$ cat src/rtl/fpga_ann_mac_pipe.sv
`timescale 1ns/1ps
// fpga_ann_mac_pipe
// Pipelined signed multiply-accumulate engine for ANN dot products.
// Operands are registered, multiplied through MUL_STAGES product stages,
// then summed per framed vector; the vector's last beat emits one result.
// One global enable stalls the whole pipeline when the output is blocked.
// Optional feature macro: FPGA_ANN_MAC_SAT_EN (saturating width reduction).
module fpga_ann_mac_pipe #(
    parameter int A_W        = 19,
    parameter int B_W        = 24,
    parameter int ACC_W      = 48,
    parameter int DOUT_W     = 40,
    parameter int MUL_STAGES = 2,
    parameter int FRAC_SHIFT = 0
) (
    input  logic                     ap_clk,
    input  logic                     ap_rst,
    input  logic signed [A_W-1:0]    din0,
    input  logic signed [B_W-1:0]    din1,
    input  logic                     in_last,
    input  logic                     in_valid,
    output logic                     in_ready,
    output logic signed [DOUT_W-1:0] dout,
    output logic                     out_sat,
    output logic                     out_valid,
    input  logic                     out_ready
);

    localparam int P_W = A_W + B_W;

    logic                    en;
    logic signed [A_W-1:0]   a_q;
    logic signed [B_W-1:0]   b_q;
    logic                    in_vld_q;
    logic                    in_last_q;
    logic signed [P_W-1:0]   a_ext;
    logic signed [P_W-1:0]   b_ext;
    logic signed [P_W-1:0]   product;
    logic signed [ACC_W-1:0] prod_q [MUL_STAGES];
    logic [MUL_STAGES-1:0]   vld_q;
    logic [MUL_STAGES-1:0]   last_q;
    logic signed [ACC_W-1:0] acc_q;
    logic                    first_q;
    logic signed [ACC_W-1:0] base;
    logic signed [ACC_W-1:0] sum;
    logic signed [DOUT_W-1:0] reduced;
    logic                    reduced_sat;

    // The pipeline only moves when the output register is free or being drained,
    // so a blocked result freezes every stage and no beat can be lost.
    assign en       = !out_valid || out_ready;
    assign in_ready = en;

    // Full-width signed product; operands are sign-extended before multiplying.
    assign a_ext   = P_W'(a_q);
    assign b_ext   = P_W'(b_q);
    assign product = a_ext * b_ext;

    // Register the operands first so the multiplier sees clean inputs.
    always_ff @(posedge ap_clk or posedge ap_rst) begin
        if (ap_rst) begin
            a_q       <= '0;
            b_q       <= '0;
            in_vld_q  <= 1'b0;
            in_last_q <= 1'b0;
        end else if (en) begin
            a_q       <= din0;
            b_q       <= din1;
            in_vld_q  <= in_valid;
            in_last_q <= in_last;
        end
    end

    // Product delay line: each stage carries the product with its valid and last flags.
    always_ff @(posedge ap_clk or posedge ap_rst) begin
        if (ap_rst) begin
            for (int i = 0; i < MUL_STAGES; i++) begin
                prod_q[i] <= '0;
            end
            vld_q  <= '0;
            last_q <= '0;
        end else if (en) begin
            prod_q[0] <= ACC_W'(product);
            vld_q[0]  <= in_vld_q;
            last_q[0] <= in_last_q;
            for (int i = 1; i < MUL_STAGES; i++) begin
                prod_q[i] <= prod_q[i-1];
                vld_q[i]  <= vld_q[i-1];
                last_q[i] <= last_q[i-1];
            end
        end
    end

    // Running sum; the first beat of a vector starts from zero instead of acc.
    always_comb begin
        base = acc_q;
        if (first_q) begin
            base = '0;
        end
        sum = base + prod_q[MUL_STAGES-1];
    end

`ifdef FPGA_ANN_MAC_SAT_EN
    logic signed [ACC_W-1:0] shifted;

    // Scale the sum and clip it to the output range, flagging any clipping.
    always_comb begin
        shifted     = sum >>> FRAC_SHIFT;
        reduced     = shifted[DOUT_W-1:0];
        reduced_sat = 1'b0;
        if (shifted[ACC_W-1:DOUT_W-1] != {(ACC_W-DOUT_W+1){shifted[ACC_W-1]}}) begin
            reduced_sat = 1'b1;
            if (shifted[ACC_W-1]) begin
                reduced = {1'b1, {(DOUT_W-1){1'b0}}};
            end else begin
                reduced = {1'b0, {(DOUT_W-1){1'b1}}};
            end
        end
    end
`else
    // Scale the sum and keep its low bits; overflow wraps in two's complement.
    always_comb begin
        reduced     = DOUT_W'(sum >>> FRAC_SHIFT);
        reduced_sat = 1'b0;
    end
`endif

    // Accumulate middle beats; on a last beat load the result and re-arm for a new vector.
    always_ff @(posedge ap_clk or posedge ap_rst) begin
        if (ap_rst) begin
            acc_q     <= '0;
            first_q   <= 1'b1;
            out_valid <= 1'b0;
            dout      <= '0;
            out_sat   <= 1'b0;
        end else if (en) begin
            out_valid <= vld_q[MUL_STAGES-1] && last_q[MUL_STAGES-1];
            if (vld_q[MUL_STAGES-1]) begin
                if (last_q[MUL_STAGES-1]) begin
                    dout    <= reduced;
                    out_sat <= reduced_sat;
                    first_q <= 1'b1;
                end else begin
                    acc_q   <= sum;
                    first_q <= 1'b0;
                end
            end
        end
    end

endmodule
$ cat config.mk
export PLATFORM = sky130hd
export DESIGN_NAME = fpga_ann_mac_pipe
export DESIGN_NICKNAME = d
export VERILOG_FILES = /design/src/rtl/fpga_ann_mac_pipe.sv
export SDC_FILE = /design/constraint.sdc
export NUM_CORES = 2
export LEC_CHECK = 0
export BUFFER_PORTS_ARGS = -buffer_cell sky130_fd_sc_hd__buf_2
export CORE_MARGIN = 1
export CORE_UTILIZATION = 38
export CTS_CLUSTER_SIZE = 30
export DETAILED_ROUTE_END_ITERATION = 10
export GPL_ROUTABILITY_DRIVEN = 0
export PLACE_DENSITY_LB_ADDON = 0.08
export SLEW_MARGIN = 20
export SYNTH_ARGS = -nofsm -noshare
export SYNTH_HDL_FRONTEND = slang
export SYNTH_SLANG_ARGS = --single-unit
$ cat constraint.sdc
create_clock -name ap_clk -period 9.2 [get_ports ap_clk]
set_input_delay 0 -clock ap_clk [delete_from_list [all_inputs] [get_ports ap_clk]]
set_output_delay 0 -clock ap_clk [all_outputs]
set_load 0.02 [all_outputs]
==> impl_metrics.ini <==
[status]
status = completed

[route]
ant_nets = 0
wl_per_cell_um = 18.2
vias_per_cell = 4.92
drc = 0
dr.pass1.iters = 5
wl_mm = 70.1
drt_iter0_markers = 988
dr_total_vias = 18900

[yosys]
synthCells = 2895
netlist_area_um2 = 25700
synth_common_cells = nand2_1, inv_1, fa_1
syn_avg_cell_area_um2 = 8.89
yosysWarnings = 0
synth_area_leaders = fa_1, dfrtp_1, nand2_1
synth-main-ff-cell = dfrtp_1
synth_cell_types = 65
post-synth-top-area-cell = fa_1
async_flop_share_pct = 100
syn_nets = 3530
synth_edf_count = 0
ys_seq_area_share_pct = 20.5
yosys_register_bits = 211
yosysMostFrequentCell = nand2_1
synthDominantCellAreaShare_pct = 33.6

[floorplanning]
num_rows = 95
start_util_pct = 38.4
io_pins = 91
dieArea_um2 = 68800
die_y_um = 262
die_x_um = 262
core_um2 = 67000

[clock_network]
cts_tree = yes
clock_latency_ns = 0.58
cts.repair.resized = 0
clock_sinks = 211
htreeDepth = 1
cts_root_buffer = clkbuf_16
cts_setup_buffers = 0
cts.reportedPaths.clkPinSlew_ns = 0.07
cts.path.max_buffers = 3
cts_buffers = 28

[finish]
area_growth_syn_to_layout_pct = 10.3
utilization_pct = 42.4
fill_cells = 6769
drive_gt1_share_pct = 6.44
insertedDiodeCount = 0
finalNonFillerCells = 3841
final_nets = 3581

[worst_setup_path]
ff2ff_setup_slack_ns = 1.73
crit_type = reg2reg
end_kind = register
crit_path_start_kind = register
worstPathArrival_ns = 7.96
worstReg2RegEnd = prod_q[85]
path_max_fanout = 25
reg2reg_from = a_q[1]
crit_required_ns = 9.69
r2r_cells = 23

[flow_run]
max_cap_viol_count = 0

[timing]
hold_viol = 0
setup_viol = 0
clock_skew_ns = 0.0260
rsz0062_at_grt = false
fmax_ghz = 0.134
maxSlewViolCount = 0
setup_tns_ns = 0
min_period_ns = 7.47
tightestPinTransition_ns = 1.16
timing.slew.headroom_pct = 22.9
finalCritPeriodShare_pct = 81.2

[global_routing]
grt_max_degree = 98
gr-total-overflow = 0
antenna_found_initial = 0
track_usage_pct = 21.1
first_global_vias = 20600
grt_pass1_wl_mm = 114

[place]
port_buffers = 89
hpwl_mm = 54.2
dp.cells = 3743

[worst_hold_path]
hp-class = in2async
==> cells in the final DEF (no fill, tap or decap), types with 4 or more instances in the layout <==
cell / Yosys / routed
buf_2: 1 / 89
o31ai_1: 9 / 9
fa_1: 432 / 432
clkbuf_8: 0 / 5
nand3_1: 25 / 24
nand2_1: 747 / 747
a221oi_1: 7 / 7
dfrtp_1: 210 / 210
inv_1: 466 / 464
ha_1: 155 / 155
clkinv_2: 0 / 4
mux2_2: 10 / 10
a21oi_1: 83 / 83
a211oi_1: 9 / 9
o21bai_1: 17 / 17
nor3b_1: 5 / 5
nand2b_1: 16 / 16
a211o_1: 4 / 4
and3_1: 9 / 8
nor2_1: 60 / 59
nor2b_1: 63 / 62
clkbuf_1: 136 / 7
xor2_1: 22 / 22
a21o_1: 27 / 27
and2_1: 193 / 193
xnor2_1: 51 / 51
o21ai_0: 39 / 39
clkbuf_16: 0 / 29
o21ai_1: 18 / 18
o21a_1: 9 / 9
o211ai_1: 4 / 4
nor3_1: 12 / 12
dlygate4sd3_1: 0 / 46
buf_4: 1 / 25
==> worst max path at each step <==
| stage | from | endpoint | slack [ns] | cells past startpoint |
|---|---|---|---|---|
| after floorplan | a_q[1] | prod_q[79] | 2.85 | 24 |
| after global placement | a_q[2] | prod_q[83] | 1.83 | 23 |
| after detailed placement | a_q[1] | prod_q[85] | 1.76 | 23 |
| after CTS | a_q[1] | prod_q[85] | 1.66 | 23 |
| after global routing | a_q[10] | prod_q[86] | 1.22 | 23 |
| final | a_q[1] | prod_q[85] | 1.73 | 23 |
==> per-layer routing <==
layer,up-vias,wire length (um),part of all wire [%],track usage [%]
met5,-,0,0,0
met4,0,1890,2.7,5.76
met3,81,2050,2.9,1.78
met2,302,36100,52,37.8
met1,9697,30000,43,27.3
li1,8832,-,-,-
==> sequential cells by signal, summed over array words and instances, names as in the netlist <==
register and flops:
prod_q 80, acc_q 40, dout 40, b_q 24, a_q 19, last_q 2
vld_q 2, first_q 1, in_last_q 1, in_vld_q 1, out_valid 1
==> critical path, cell delays in order (launching register included) <==
cell	delay (ns)
dfrtp_1	0.89
and2_1	0.26
fa_1	0.43
fa_1	0.53
inv_1	0.05
fa_1	0.47
inv_1	0.05
fa_1	0.51
inv_1	0.06
fa_1	0.48
fa_1	0.49
inv_1	0.04
ha_1	0.26
ha_1	0.34
o21a_1	0.16
o21ai_1	0.09
o31ai_1	0.58
a211oi_2	0.25
a211oi_1	0.49
o21ai_1	0.19
o21ai_1	0.28
a21boi_1	0.13
nor4_1	0.19
nand3b_1	0.14
==> stage by stage <==
| stage | area (um2) | setup WS [ns] | hold WS [ns] |
|---|---|---|---|
| floorplan | 25700 | 2.85 | 0.112 |
| global placement | 27000 | 1.83 | 0.167 |
| detailed placement | 27000 | 1.76 | 0.180 |
| CTS | 28400 | 1.66 | 0.0937 |
| global route | 28400 | 1.22 | 0.131 |
| finish | 28400 | 1.73 | 0.0705 |
==> layout make-up <==
class                           count  area [um2]  area share [%]
Multi-Input combinational cell   2078       18200            64.1
Clock buffer                       41         821            2.89
Inverter                          466        1760            6.20
Sequential cell                   211        5280            18.6
Clock inverter                     11         143           0.502
Timing Repair Buffer              161        1100            3.89
Tap cell                          873        1090            3.85
==> cell families after synthesis <==
kind of cell | share of synthesized area, %
xor gates and xnor gates | 2.48
muxes | 0.554
other | 0.0146
AOI/OAI and AO/OA | 6.37
adders and majority gates | 41.1
DFF | 20.5
buffers and inverters | 8.86
and+or+nand+nor | 20.1
==> repair_timing <==
item,CTS,global route
hold endpoints to repair,141,0
hold buffers,46,0
setup endpoints to repair,0,0
Power is not shown: default switching activity piles up to over one toggle a cycle in this logic, so the estimate is an artifact.
